## config.mk

```make
export PLATFORM = sky130hd
export DESIGN_NAME = piso_serializer_hs
export DESIGN_NICKNAME = d
export VERILOG_FILES = /design/src/rtl/piso_pkg.sv /design/src/rtl/piso_bit_tick.sv /design/src/rtl/piso_serializer_hs.sv
export SDC_FILE = /design/constraint.sdc
export NUM_CORES = 1
export LEC_CHECK = 0
export CAP_MARGIN = 20
export CORE_AREA = 8 8 55 57
export DETAILED_ROUTE_END_ITERATION = 10
export DIE_AREA = 0 0 63 65
export GPL_TIMING_DRIVEN = 0
export HOLD_SLACK_MARGIN = 0.15
export PLACE_DENSITY = 0.78
export SLEW_MARGIN = 20
export SYNTH_ARGS = -nofsm -noshare
export SYNTH_HDL_FRONTEND = slang
export SYNTH_SLANG_ARGS = --single-unit
```

## constraint.sdc

```tcl
create_clock -name clk -period 5.5 [get_ports clk]
set_clock_uncertainty 0.2 [all_clocks]
set_input_delay 1.65 -clock clk [delete_from_list [all_inputs] [get_ports clk]]
set_output_delay 1.65 -clock clk [all_outputs]
set_load 0.02 [all_outputs]
```

## src/rtl/piso_pkg.sv

```systemverilog
// Shared types, defaults and frame-length helper for the handshaked PISO serializer.
package piso_pkg;

  typedef enum logic {
    IDLE  = 1'b0,
    SHIFT = 1'b1
  } state_t;

  localparam int DEF_DATA_WIDTH = 8;
  localparam int DEF_CLK_DIV    = 1;

  function automatic int piso_frame_len(input int width, input bit parity_en);
    return parity_en ? width + 1 : width;
  endfunction

endpackage

```

## src/rtl/piso_bit_tick.sv

```systemverilog
// Bit-period divider: bit_tick marks the final clk of each serial bit period.
module piso_bit_tick
  import piso_pkg::*;
#(
  parameter int CLK_DIV = DEF_CLK_DIV
) (
  input  logic clk,
  input  logic rst,
  input  logic load,
  input  logic run,
  output logic bit_tick
);

  localparam int DIV_W = $clog2(CLK_DIV + 1);

  logic [DIV_W-1:0] div_cnt;

  // Restarting on load aligns the period to the first clk of a new frame.
  always_ff @(posedge clk) begin
    if (rst || load || !run) begin
      div_cnt <= '0;
    end else if (div_cnt == DIV_W'(CLK_DIV - 1)) begin
      div_cnt <= '0;
    end else begin
      div_cnt <= div_cnt + DIV_W'(1);
    end
  end

  assign bit_tick = (CLK_DIV == 1) ? 1'b1 : (div_cnt == DIV_W'(CLK_DIV - 1));

endmodule

```

## src/rtl/piso_serializer_hs.sv

```systemverilog
// Parallel-in/serial-out serializer with valid/ready input, one-word holding register
// for gapless frames, and an even-parity bit when PISO_PARITY_EN is defined.
module piso_serializer_hs
  import piso_pkg::*;
#(
  parameter int DATA_WIDTH = DEF_DATA_WIDTH,
  parameter bit MSB_FIRST  = 1'b0,
  parameter int CLK_DIV    = DEF_CLK_DIV,
  parameter bit IDLE_LEVEL = 1'b0
) (
  input  logic                  clk,
  input  logic                  rst,
  input  logic [DATA_WIDTH-1:0] in_data,
  input  logic                  in_valid,
  output logic                  in_ready,
  output logic                  ser_out,
  output logic                  ser_valid,
  output logic                  frame_start,
  output logic                  busy
);

`ifdef PISO_PARITY_EN
  localparam bit PARITY_EN = 1'b1;
`else
  localparam bit PARITY_EN = 1'b0;
`endif
  localparam int FRAME_LEN = piso_frame_len(DATA_WIDTH, PARITY_EN);
  localparam int CNT_W     = $clog2(DATA_WIDTH + 2);

  // Handshake: a word transfers on a rising edge where in_valid && in_ready;
  // in_ready is registered and equals "holding register empty next cycle".

  state_t                state, state_nxt;
  logic [DATA_WIDTH-1:0] shift_reg, hold_reg, load_word;
  logic [CNT_W-1:0]      bit_cnt;
  logic                  hold_full, hold_full_nxt;
  logic                  accept, bit_tick, frame_end, shifting;
  logic                  load_in, load_hold, load_any, write_hold, next_bit, go_idle;
  logic                  next_val;

  assign accept    = in_valid && in_ready;
  assign shifting  = (state == SHIFT);
  assign frame_end = shifting && bit_tick && (bit_cnt == CNT_W'(FRAME_LEN));
  assign busy      = shifting || hold_full;

  piso_bit_tick #(
    .CLK_DIV(CLK_DIV)
  ) u_bit_tick (
    .clk     (clk),
    .rst     (rst),
    .load    (load_any),
    .run     (shifting),
    .bit_tick(bit_tick)
  );

  always_ff @(posedge clk) begin
    if (rst) begin
      state <= IDLE;
    end else begin
      state <= state_nxt;
    end
  end

  always_comb begin
    state_nxt = state;
    case (state)
      IDLE:    if (accept) state_nxt = SHIFT;
      SHIFT:   if (frame_end && !hold_full && !accept) state_nxt = IDLE;
      default: state_nxt = IDLE;
    endcase
  end

  // At frame end the held word wins; a same-cycle accept can only happen with the hold empty.
  always_comb begin
    load_in    = 1'b0;
    load_hold  = 1'b0;
    write_hold = 1'b0;
    next_bit   = 1'b0;
    go_idle    = 1'b0;
    case (state)
      IDLE: load_in = accept;
      SHIFT: begin
        if (frame_end) begin
          if (hold_full)   load_hold = 1'b1;
          else if (accept) load_in   = 1'b1;
          else             go_idle   = 1'b1;
        end else begin
          next_bit   = bit_tick;
          write_hold = accept;
        end
      end
      default: ;
    endcase
  end

  assign load_any  = load_in || load_hold;
  assign load_word = load_hold ? hold_reg : in_data;

  always_comb begin
    hold_full_nxt = hold_full;
    if (write_hold)     hold_full_nxt = 1'b1;
    else if (load_hold) hold_full_nxt = 1'b0;
  end

`ifdef PISO_PARITY_EN
  logic parity;

  always_ff @(posedge clk) begin
    if (rst) begin
      parity <= 1'b0;
    end else if (load_any) begin
      parity <= ^load_word;
    end
  end

  always_comb begin
    next_val = MSB_FIRST ? shift_reg[DATA_WIDTH-1] : shift_reg[0];
    if (bit_cnt == CNT_W'(DATA_WIDTH)) next_val = parity;
  end
`else
  always_comb begin
    next_val = MSB_FIRST ? shift_reg[DATA_WIDTH-1] : shift_reg[0];
  end
`endif

  // ser_out holds the current bit; shift_reg holds the bits still to go.
  always_ff @(posedge clk) begin
    if (rst) begin
      ser_out     <= IDLE_LEVEL;
      ser_valid   <= 1'b0;
      frame_start <= 1'b0;
      in_ready    <= 1'b1;
      hold_full   <= 1'b0;
      hold_reg    <= '0;
      shift_reg   <= '0;
      bit_cnt     <= '0;
    end else begin
      frame_start <= load_any;
      hold_full   <= hold_full_nxt;
      in_ready    <= !hold_full_nxt;
      if (write_hold) hold_reg <= in_data;
      if (load_any) begin
        ser_valid <= 1'b1;
        bit_cnt   <= CNT_W'(1);
        if (MSB_FIRST) begin
          ser_out   <= load_word[DATA_WIDTH-1];
          shift_reg <= load_word << 1;
        end else begin
          ser_out   <= load_word[0];
          shift_reg <= load_word >> 1;
        end
      end else if (next_bit) begin
        ser_out   <= next_val;
        bit_cnt   <= bit_cnt + CNT_W'(1);
        shift_reg <= MSB_FIRST ? (shift_reg << 1) : (shift_reg >> 1);
      end else if (go_idle) begin
        ser_out   <= IDLE_LEVEL;
        ser_valid <= 1'b0;
        bit_cnt   <= '0;
      end
    end
  end

endmodule
```

Word-level counts from Yosys, hierarchy flattened
Cells that the tools add are included.
Operators by class
  add/subtract/negate cells: 1
  $mul: 0
  divide/modulo/power cells: 0
  magnitude comparators: 0
  eq/ne operators: 2
  shift operators: 0
  mux-type cells: 30
  bitwise logic cells: 1
  reduce and logical (&&, ||, !) cells: 15
Operators with widths (number)
  $mux 1: 23
  $mux 7: 2
  $mux 4: 2
  $mux 8: 1
  $reduce_bool 2->1: 3
  $add 4x1->4 const B: 1
  $eq 4x4->1 const B: 1
  $logic_and 1x1->1: 4
  $pmux 1 s2: 2
  $logic_not 1->1: 3
  $reduce_bool 3->1: 1
  $logic_or 1x1->1: 2
  $ne 2x2->1 const B: 1
  $reduce_and 2->1: 1
  $reduce_or 2->1: 1
  $not 1->1: 1
Word-level totals
  register bits after elaboration: 25
  bits in latches: 0
  RAM bits: 0
  ROM bits: 0
  bits of input ports: 11
  memories: 0

Depth between registers and ports, before layout
Gate-level depths: netlist of run 1.
  word-level depth: 8
  gate-level depth with buffers: 7

Hierarchy
From an unflattened synthesis of run 1, not the netlist that was laid out.
Second synthesis, totals
  cells, all modules: 130
  area total of the unflattened synthesis: 1214.9 µm²
By module, submodules not included
  piso_serializer_hs: instances 1, cells each 128, area an instance 1203.7 µm², sequential area each 500.5 µm²
  piso_bit_tick: instances 1, cells each 2, area an instance 11.3 µm², sequential area each 0.0 µm²

Least setup slack after synthesis of run 1
Ideal clock, no wire load.
  kind: in2reg
  start: input port in_valid
  end: register shift_reg[1]
  setup time: 0.058 ns
  arrival time: 2.438 ns
  slack: 2.804 ns
  stages: 4
  buffers on the path: 0
  path through: nand2_1 a221o_2 a21oi_1 a221o_2
Between the ends
  word-level cells in the longest chain between the ends: 7
RTL lines
  start: declaration: RTL line piso_serializer_hs.sv:14  | input logic in_valid,
  $logic_and 1x1->1 (*): RTL line piso_serializer_hs.sv:41  | assign accept = in_valid && in_ready;
  $mux 1: RTL line piso_serializer_hs.sv:85  | else if (accept) load_in = 1'b1;
  $mux 1: RTL line piso_serializer_hs.sv:84  | if (hold_full) load_hold = 1'b1;
  $mux 1: RTL line piso_serializer_hs.sv:83  | if (frame_end) begin
  $pmux 1 s2 (*): RTL line piso_serializer_hs.sv:80  | case (state)
  $logic_or 1x1->1 (*): RTL line piso_serializer_hs.sv:96  | assign load_any = load_in || load_hold;
  $mux 7 or $reduce_bool 2->1 (tied branches)
  end signal: assignment: RTL line piso_serializer_hs.sv:147  | shift_reg <= load_word << 1;
  end signal: assignment: RTL line piso_serializer_hs.sv:150  | shift_reg <= load_word >> 1;
  end signal: assignment: RTL line piso_serializer_hs.sv:155  | shift_reg <= MSB_FIRST ? (shift_reg << 1) : (shift_reg >> 1);
  end: declaration: RTL line piso_serializer_hs.sv:34  | logic [DATA_WIDTH-1:0] shift_reg, hold_reg, load_word;
Every way passes the cells marked *; elsewhere a longest branch is shown, timed or not.
A chain may end at the register's enable or synchronous reset.

Final worst setup path of run 1
  start: register hold_full
  end: output port busy
Between the ends
  word-level cells in the longest chain between the ends: 1
RTL lines
  start: declaration: RTL line piso_serializer_hs.sv:36  | logic hold_full, hold_full_nxt;
  start signal: assignment: RTL line piso_serializer_hs.sv:139  | hold_full <= hold_full_nxt;
  $logic_or 1x1->1: RTL line piso_serializer_hs.sv:44  | assign busy = shifting || hold_full;
  end: declaration: RTL line piso_serializer_hs.sv:19  | output logic busy
No other way between the ends.

==> qor.txt, run 1 <==
Ant. Diodes: 0
Number of setup buffers added after CTS: 0
Tmin final: 3.48 ns
# DRC: 0
Logic pwr share: 0.173
Clock power frac: 0.243
Pin count of the biggest net entering global routing: 14
VDD IR-drop max: 0.157 mV
Placed inst area: 1320 sq um
TritonCTS clock tree: built
DPL Wire Length: 1.92 mm
Global route total overflow: 0
Final Net Count: 157
Routed wire length: 2.64 mm
Core Footprint: 2150 sq um
CP Max Fanout: 7
Startpoint class of the critical path: flip-flop
H-tree Lvls: 1
IO Pins: 16
Switching share of power: 0.277
ANT nets after route: 0
Number of design-rule violations left by the first detailed-router iteration: 36
Pleak: 0.563 nW
Global Route Usage Sum: 0.131
Power Dens Cells: 255 nW/um^2
Clk Tree Root Cell: clkbuf_4
Least-Margin Pin Slew: 0.451 ns
Max cap viols: 0
Setup Crit Path Kind: flip-flop to output pin
Internal Power: 0.000248 W
WP data required: 3.65 ns
Library cells used by synthesis: 30
Commonest non-fill, non-tap cell in the layout: dfxtp_1
Setup TNS: 0 ns
Clk buf depth: 2
Syn nets: 138
Post-Synthesis Cells: 125
Core Util, Final: 0.626
Design area: 1350 sq um
Max-slew violation count: 0
Most frequent cells in the layout: 25 x dfxtp_1, 14 x clkdlybuf4s50_1, 13 x nor2_1
Initial antenna violation count: 0
Clock Latency Late Sink: 0.32 ns
Seq cells post-synth: 25
RSZ-0062 raised after global routing: false
Core Rows: 17
DP Worst Slack: 2.15 ns
# resized after CTS: 0
Vias: 1001
Tcrit/Tclk final: 0.633
Die width: 63 um
Hold Path Class: flip-flop to flip-flop
Synth warnings: 0
GPL Wtd Cong: 0.858
Synthesized cell area: 1140 sq um
Max reg flops: 8
Die height: 65 um
Reg clk slew, reported paths: 0.14 ns
Critical path endpoint category: output pin
Setup ws final: 2.02 ns
NetSw: 0.0000952 W
CTS sink count: 25
Vias per inst: 5.85
PortBufs: 14
Outcome: completed
DIE AREA: 4100 sq um
Routed length per instance: 15.4 um
CTS Buf Count: 3
Setup-failing EPs final: 0
Number of global-route vias before repair: 991
Syn-to-layout area delta: 17.6%
Peak Freq: 0.287 GHz
Sequential Power Share: 0.584
Initial Util: 0.532
Cts hold-fix bufs: 0
Slew headroom: 0.698
Sequential-to-total area share from yosys stat: 0.438
First-pass GRT wire length: 4.48 mm
Mapped Avg Cell Area: 9.15 sq um
Drt pass-1 iters: 4
R2R setup slack: 3.50 ns
Final hold viol count: 0
Layout cells sized above 1: 0.119
Data arrival, critical path: 1.63 ns
[cell usage after synthesis, drive strengths merged]
cell type / instances / share of area
and4bb: 1 / 0.011
o2bb2ai: 1 / 0.0077
a221oi: 1 / 0.0077
a21oi: 10 / 0.044
nand4b: 2 / 0.015
nand4: 2 / 0.011
dfxtp: 25 / 0.44
mux2i: 10 / 0.088
clkbuf: 2 / 0.0066
and4b: 1 / 0.0098
inv: 6 / 0.020
nor2b: 1 / 0.0055
o22ai: 1 / 0.0055
buf: 3 / 0.015
nor3: 4 / 0.018
o21ai: 8 / 0.038
nand3b: 2 / 0.024
nor2: 13 / 0.043
nand2: 9 / 0.030
and2: 1 / 0.0055
ha: 2 / 0.022
a311oi: 2 / 0.015
a221o: 7 / 0.068
nand3: 10 / 0.048
or2: 1 / 0.0055
[cells by family after synthesis]
family          Yosys count  synth area share
mux                      10            0.0875
buf+inv                  11            0.0416
simple gates             47             0.225
compound gates           30             0.186
fa+ha+maj                 2            0.0219
flops                    25             0.438
[path summary, 6_finish.rpt]
kind,end,cells past startpoint,start
worst max-delay path,busy,3,hold_full
worst min-delay path,shift_reg[6],1,shift_reg[6]
worst max register to register,shift_reg[4],6,bit_cnt[0]
worst min register to register,shift_reg[6],1,shift_reg[6]
[final cells by class]
type,count,area [sq um]
plain buffers,5,25.0
clock buffers,4,26.3
fillers,189,803
inverters,6,22.5
multi-input cells,89,596
flip-flops and latches,25,500
well taps,28,35.0
repair buffers,14,140
[worst max-delay path, stage by stage (launching register included)]
cell and delay (ns):
dfxtp_1 0.46, inv_1 0.15, nand2_1 0.10, clkdlybuf4s50_1 0.60
[metal layers]
| metal | track usage | wire (um) | vias up |
|---|---|---|---|
| met2 | 0.205 | 1190 | 23 |
| met4 | 0.0456 | 31 | 0 |
| li1 | - | - | 498 |
| met5 | 0 | 0 | - |
| met1 | 0.167 | 1280 | 476 |
| met3 | 0.0395 | 131 | 4 |
[through the flow]
step	total power (W)	hold WS, ns	cells
finish	0.000344	0.291	171
global route	0.000358	0.295	171
CTS	0.000344	0.284	171
detailed placement	0.000264	0.259	167
global placement	0.000262	0.248	167
floorplan	0.000241	0.234	125
[power groups by stage]
| stage | Combinational [W] | Sequential, W | Clock, W |
|---|---|---|---|
| 3_3_place_gp | 0.0000581 | 0.000204 | 0 |
| 2_1_floorplan | 0.0000350 | 0.000206 | 0 |
| 4_1_cts | 0.0000598 | 0.000201 | 0.0000840 |
| 3_5_place_dp | 0.0000597 | 0.000204 | 0 |
| 6_report | 0.0000596 | 0.000201 | 0.0000834 |
| 5_1_grt | 0.0000656 | 0.000202 | 0.0000908 |
No activity file was read; power rests on OpenSTA's default activity.
==> inputs of run 2 (changes only) <==
--- a/config.mk
+++ b/config.mk
@@ -6,12 +6,12 @@
 export NUM_CORES = 1
 export LEC_CHECK = 0
 export CAP_MARGIN = 20
-export CORE_AREA = 8 8 55 57
+export CORE_AREA = 8 8 56 58
 export DETAILED_ROUTE_END_ITERATION = 10
-export DIE_AREA = 0 0 63 65
+export DIE_AREA = 0 0 64 66
 export GPL_TIMING_DRIVEN = 0
 export HOLD_SLACK_MARGIN = 0.15
-export PLACE_DENSITY = 0.78
+export PLACE_DENSITY = 0.75
 export SLEW_MARGIN = 20
 export SYNTH_ARGS = -nofsm -noshare
 export SYNTH_HDL_FRONTEND = slang
==> constraint.sdc (replaced) <==
create_clock -name clk -period 3.61 [get_ports clk]
set_clock_uncertainty 0.2 [all_clocks]
set_input_delay 1.083 -clock clk [delete_from_list [all_inputs] [get_ports clk]]
set_output_delay 1.083 -clock clk [all_outputs]
set_load 0.02 [all_outputs]
==> qor.txt, run 2 (synthesis results as in run 1) <==
CP Max Fanout: 7
Area of the multi-input gates: 596 sq um
Least-Margin Pin Slew: 0.487 ns
Routed length per instance: 14.4 um
Worst Hold End: shift_reg[6]
Cts hold-fix bufs: 0
Die height: 66 um
Critical path endpoint category: output pin
Met2 wire length: 1.19 mm
RSZ-0062 raised after global routing: false
Initial antenna violation count: 0
Power Total: 0.000517 W
Tcrit/Tclk final: 0.796
Commonest non-fill, non-tap cell in the layout: dfxtp_1
R2R setup slack: 1.62 ns
Slew headroom: 0.674
Number of design-rule violations left by the first detailed-router iteration: 37
Hold Path Class: flip-flop to flip-flop
Worst reg2reg path endpoint: shift_reg[4]
Vias per inst: 5.58
Initial Util: 0.493
DIE AREA: 4220 sq um
Fill count: 196
Worst r2r path cells: 6
Number of setup buffers added after CTS: 0
Peak Freq: 0.348 GHz
# resized after CTS: 0
Drt pass-1 iters: 4
Final non-filler cell total: 173
Clk Tree Root Cell: clkbuf_4
Outcome: completed
Tmin final: 2.88 ns
Clk buf depth: 2
Number of global-route vias before repair: 917
Final Net Count: 157
Pleak: 0.563 nW
Most frequent cells in the layout: 25 x dfxtp_1, 14 x clkdlybuf4s50_1, 13 x nor2_1
Met3 WL: 139 um
DPL Wire Length: 1.88 mm
Max-slew violation count: 0
First-pass GRT wire length: 4.24 mm
Uppermost layer routed: met4
Core Rows: 18
Die width: 64 um
Power Dens Cells: 384 nW/um^2
Setup TNS: 0 ns
Global route total overflow: 0
Setup-failing EPs final: 0
Layout cells sized above 1: 0.119
Core Footprint: 2320 sq um
Setup Crit Path Kind: flip-flop to output pin
Data arrival, critical path: 1.59 ns
Ant. Diodes: 0
Hold path depth: 1
Vias: 966
GPL Wtd Cong: 0.827
Clock Latency Late Sink: 0.31 ns
Max reg flops: 8
IO Pins: 16
Core Util, Final: 0.581
Crit. Startpoint: hold_full
Max cap viols: 0
TritonCTS clock tree: built
Syn-to-layout area delta: 17.8%
Hold_ws: 0.289 ns
WP data required: 2.33 ns
Worst r2r src: bit_cnt[0]
Startpoint class of the critical path: flip-flop
Global Route Usage Sum: 0.125
ANT nets after route: 0
Routed met1 length: 1.15 mm
H-tree Lvls: 1
Routed wire length: 2.49 mm
VDD IR-drop max: 0.358 mV
Reg clk slew, reported paths: 0.13 ns
Placed Cells incl. Taps: 169
CTS Buf Count: 3
Hold Path Origin: shift_reg[6]
Register Area: 500 sq um
Final hold viol count: 0
Pin count of the biggest net entering global routing: 14
CTS sink count: 25
PortBufs: 14
# DRC: 0
[run 2: cell counts in the layout (fill, tap and decap cells not counted)]
No cell type changed its count.
[run 2: metrics by stage]
step / area [sq um] / setup slack [ns]
2_1_floorplan: 1140 / 1.48
3_3_place_gp: 1320 / 0.851
3_5_place_dp: 1320 / 0.847
4_1_cts: 1350 / 0.721
5_1_grt: 1350 / 0.615
6_report: 1350 / 0.735
[run 2: worst max-delay path by stage]
stage / slack (ns) / end
4_1_cts: 0.72 / busy
2_1_floorplan: 1.48 / shift_reg[1]
3_5_place_dp: 0.85 / shift_reg[3]
5_1_grt: 0.61 / busy
6_report: 0.73 / busy
3_3_place_gp: 0.85 / shift_reg[3]
[run 2: final cells by class]
cell class,instances,area share
Inverter,6,0.0167
Sequential cell,25,0.371
Clock buffer,4,0.0195
Timing Repair Buffer,14,0.104
Tap cell,30,0.0279
Multi-Input combinational cell,89,0.442
Buffer,5,0.0186
[run 2: power by group]
group          switching [W]  leakage, nW  internal (W)
sequential         0.0000115        0.205      0.000293
clock              0.0000778       0.0150     0.0000432
combinational      0.0000492        0.343     0.0000419
[run 2: worst max-delay path, cell delays in order (launching register included)]
cell	delay, ns
dfxtp_1	0.44
inv_1	0.15
nand2_1	0.10
clkdlybuf4s50_1	0.60
[run 2: routing by layer]
metal,vias up,track usage
met5,-,0
met4,0,0.0334
met3,2,0.0475
met2,21,0.206
met1,446,0.149
li1,497,-
==> inputs of run 3 (changes only) <==
--- a/config.mk
+++ b/config.mk
@@ -6,12 +6,12 @@
 export NUM_CORES = 1
 export LEC_CHECK = 0
 export CAP_MARGIN = 20
-export CORE_AREA = 8 8 56 58
+export CORE_AREA = 8 8 59 61
 export DETAILED_ROUTE_END_ITERATION = 10
-export DIE_AREA = 0 0 64 66
+export DIE_AREA = 0 0 67 69
 export GPL_TIMING_DRIVEN = 0
 export HOLD_SLACK_MARGIN = 0.15
-export PLACE_DENSITY = 0.75
+export PLACE_DENSITY = 0.7
 export SLEW_MARGIN = 20
 export SYNTH_ARGS = -nofsm -noshare
 export SYNTH_HDL_FRONTEND = slang
==> constraint.sdc (replaced) <==
create_clock -name clk -period 2.5 [get_ports clk]
set_clock_uncertainty 0.2 [all_clocks]
set_input_delay 0.75 -clock clk [delete_from_list [all_inputs] [get_ports clk]]
set_output_delay 0.75 -clock clk [all_outputs]
set_load 0.02 [all_outputs]
==> qor.txt, run 3 (synthesis results as in run 1) <==
Tcrit/Tclk final: 0.921
H-tree Lvls: 1
Startpoint class of the critical path: flip-flop
Hold Path Origin: shift_reg[6]
Hold path depth: 1
Core Rows: 19
Worst reg2reg path endpoint: shift_reg[4]
# DRC: 0
Die width: 67 um
IO Pins: 16
Placed Cells incl. Taps: 170
Syn-to-layout area delta: 18.2%
Hold Path Class: flip-flop to flip-flop
Die height: 69 um
Number of global-route vias before repair: 941
GPL Wtd Cong: 0.848
DPL Wire Length: 1.87 mm
Pleak: 0.564 nW
Logic pwr share: 0.169
Most frequent cells in the layout: 25 x dfxtp_1, 13 x nor2_1, 13 x clkdlybuf4s50_1
Final Net Count: 157
NetSw: 0.000219 W
Clock Latency Late Sink: 0.33 ns
ANT nets after route: 0
Number of setup buffers added after CTS: 0
Slew headroom: 0.694
Drt pass-1 iters: 4
DIE AREA: 4620 sq um
Switching share of power: 0.287
Tmin final: 2.30 ns
Hold_ws: 0.285 ns
Clock power frac: 0.254
Sequential Power Share: 0.577
First-pass GRT wire length: 4.28 mm
Routed length per instance: 14.5 um
Fill count: 286
Layout cells sized above 1: 0.126
Data arrival, critical path: 1.35 ns
Setup TNS: 0 ns
Vias per inst: 5.67
Initial Util: 0.437
Final hold viol count: 0
TritonCTS clock tree: built
Reg clk slew, reported paths: 0.15 ns
Peak Freq: 0.434 GHz
Least-Margin Pin Slew: 0.459 ns
# resized after CTS: 1
Commonest non-fill, non-tap cell in the layout: dfxtp_1
WP data required: 1.55 ns
Critical path endpoint category: output pin
Routed wire length: 2.52 mm
CTS Buf Count: 3
Power Total: 0.000763 W
Pin count of the biggest net entering global routing: 16
Worst r2r src: bit_cnt[0]
Worst r2r path cells: 6
Setup Crit Path Kind: flip-flop to output pin
CP Max Fanout: 6
VDD IR-drop max: 0.356 mV
Clk buf depth: 2
Cts hold-fix bufs: 0
Setup-failing EPs final: 0
Global route total overflow: 0
RSZ-0062 raised after global routing: false
R2R setup slack: 0.53 ns
Final non-filler cell total: 174
Power Dens Cells: 565 nW/um^2
Initial antenna violation count: 0
Max cap viols: 0
Vias: 987
Core Footprint: 2620 sq um
Max-slew violation count: 0
CTS sink count: 25
PortBufs: 14
Worst Hold End: shift_reg[6]
Clk Tree Root Cell: clkbuf_4
Ant. Diodes: 0
Number of design-rule violations left by the first detailed-router iteration: 18
Outcome: completed
Internal Power: 0.000544 W
Max reg flops: 8
Global Route Usage Sum: 0.112
## run 3: cell types whose count changed in the layout (fill, tap and decap cells not counted)
| cell | before | now |
|---|---|---|
| dlygate4sd2_1 | 0 | 1 |
| clkbuf_1 | 3 | 2 |
| clkinvlp_4 | 0 | 1 |
| clkdlybuf4s50_1 | 14 | 13 |
## run 3: worst max path at each step
stage | from | end | slack, ns | depth (start not counted)
after global placement | in_valid | shift_reg[3] | 0.06 | 5
after CTS | shifting | busy | 0.19 | 3
after floorplan | bit_cnt[0] | shift_reg[1] | 0.69 | 6
final | shifting | busy | 0.20 | 3
after global routing | shifting | busy | 0.13 | 3
after detailed placement | in_valid | hold_reg[4] | 0.06 | 5
## run 3: routing by layer
metal / global-route usage / vias up / share of wire / wire length, um
met1: 0.146 / 459 / 0.46 / 1160
li1: - / 498 / - / -
met3: 0.0145 / 4 / 0.046 / 116
met5: 0 / - / 0 / 0
met4: 0.0628 / 0 / 0.024 / 61
met2: 0.171 / 26 / 0.47 / 1180
## run 3: power by group through the flow
| stage | clock network (W) | registers (W) | logic, W |
|---|---|---|---|
| 5_1_grt | 0.000213 | 0.000444 | 0.000142 |
| 6_report | 0.000194 | 0.000440 | 0.000129 |
| 3_3_place_gp | 0 | 0.000448 | 0.000128 |
| 2_1_floorplan | 0 | 0.000452 | 0.0000770 |
| 3_5_place_dp | 0 | 0.000449 | 0.000131 |
| 4_1_cts | 0.000196 | 0.000441 | 0.000130 |
## run 3: per-stage QoR
step	util	setup WS, ns	cell area, sq um
after floorplan	-	0.692	1140
after global placement	0.506	0.0597	1320
after detailed placement	0.506	0.0550	1320
after CTS	0.517	0.192	1350
after global routing	0.517	0.126	1350
final	0.517	0.197	1350
## run 3: layout make-up
type / count / area [sq um] / area share
flip-flops and latches: 25 / 500 / 0.370
well taps: 31 / 38.8 / 0.0287
clock inverters: 1 / 7.51 / 0.00556
clock buffers: 3 / 22.5 / 0.0167
multi-input cells: 89 / 596 / 0.441
repair buffers: 14 / 139 / 0.103
plain buffers: 5 / 25.0 / 0.0185
inverters: 6 / 22.5 / 0.0167
## run 3: critical path, stage by stage (launching register included)
cell           delay [ns]
dfxtp_1              0.44
inv_1                0.16
nand2_1              0.09
dlygate4sd2_1        0.33
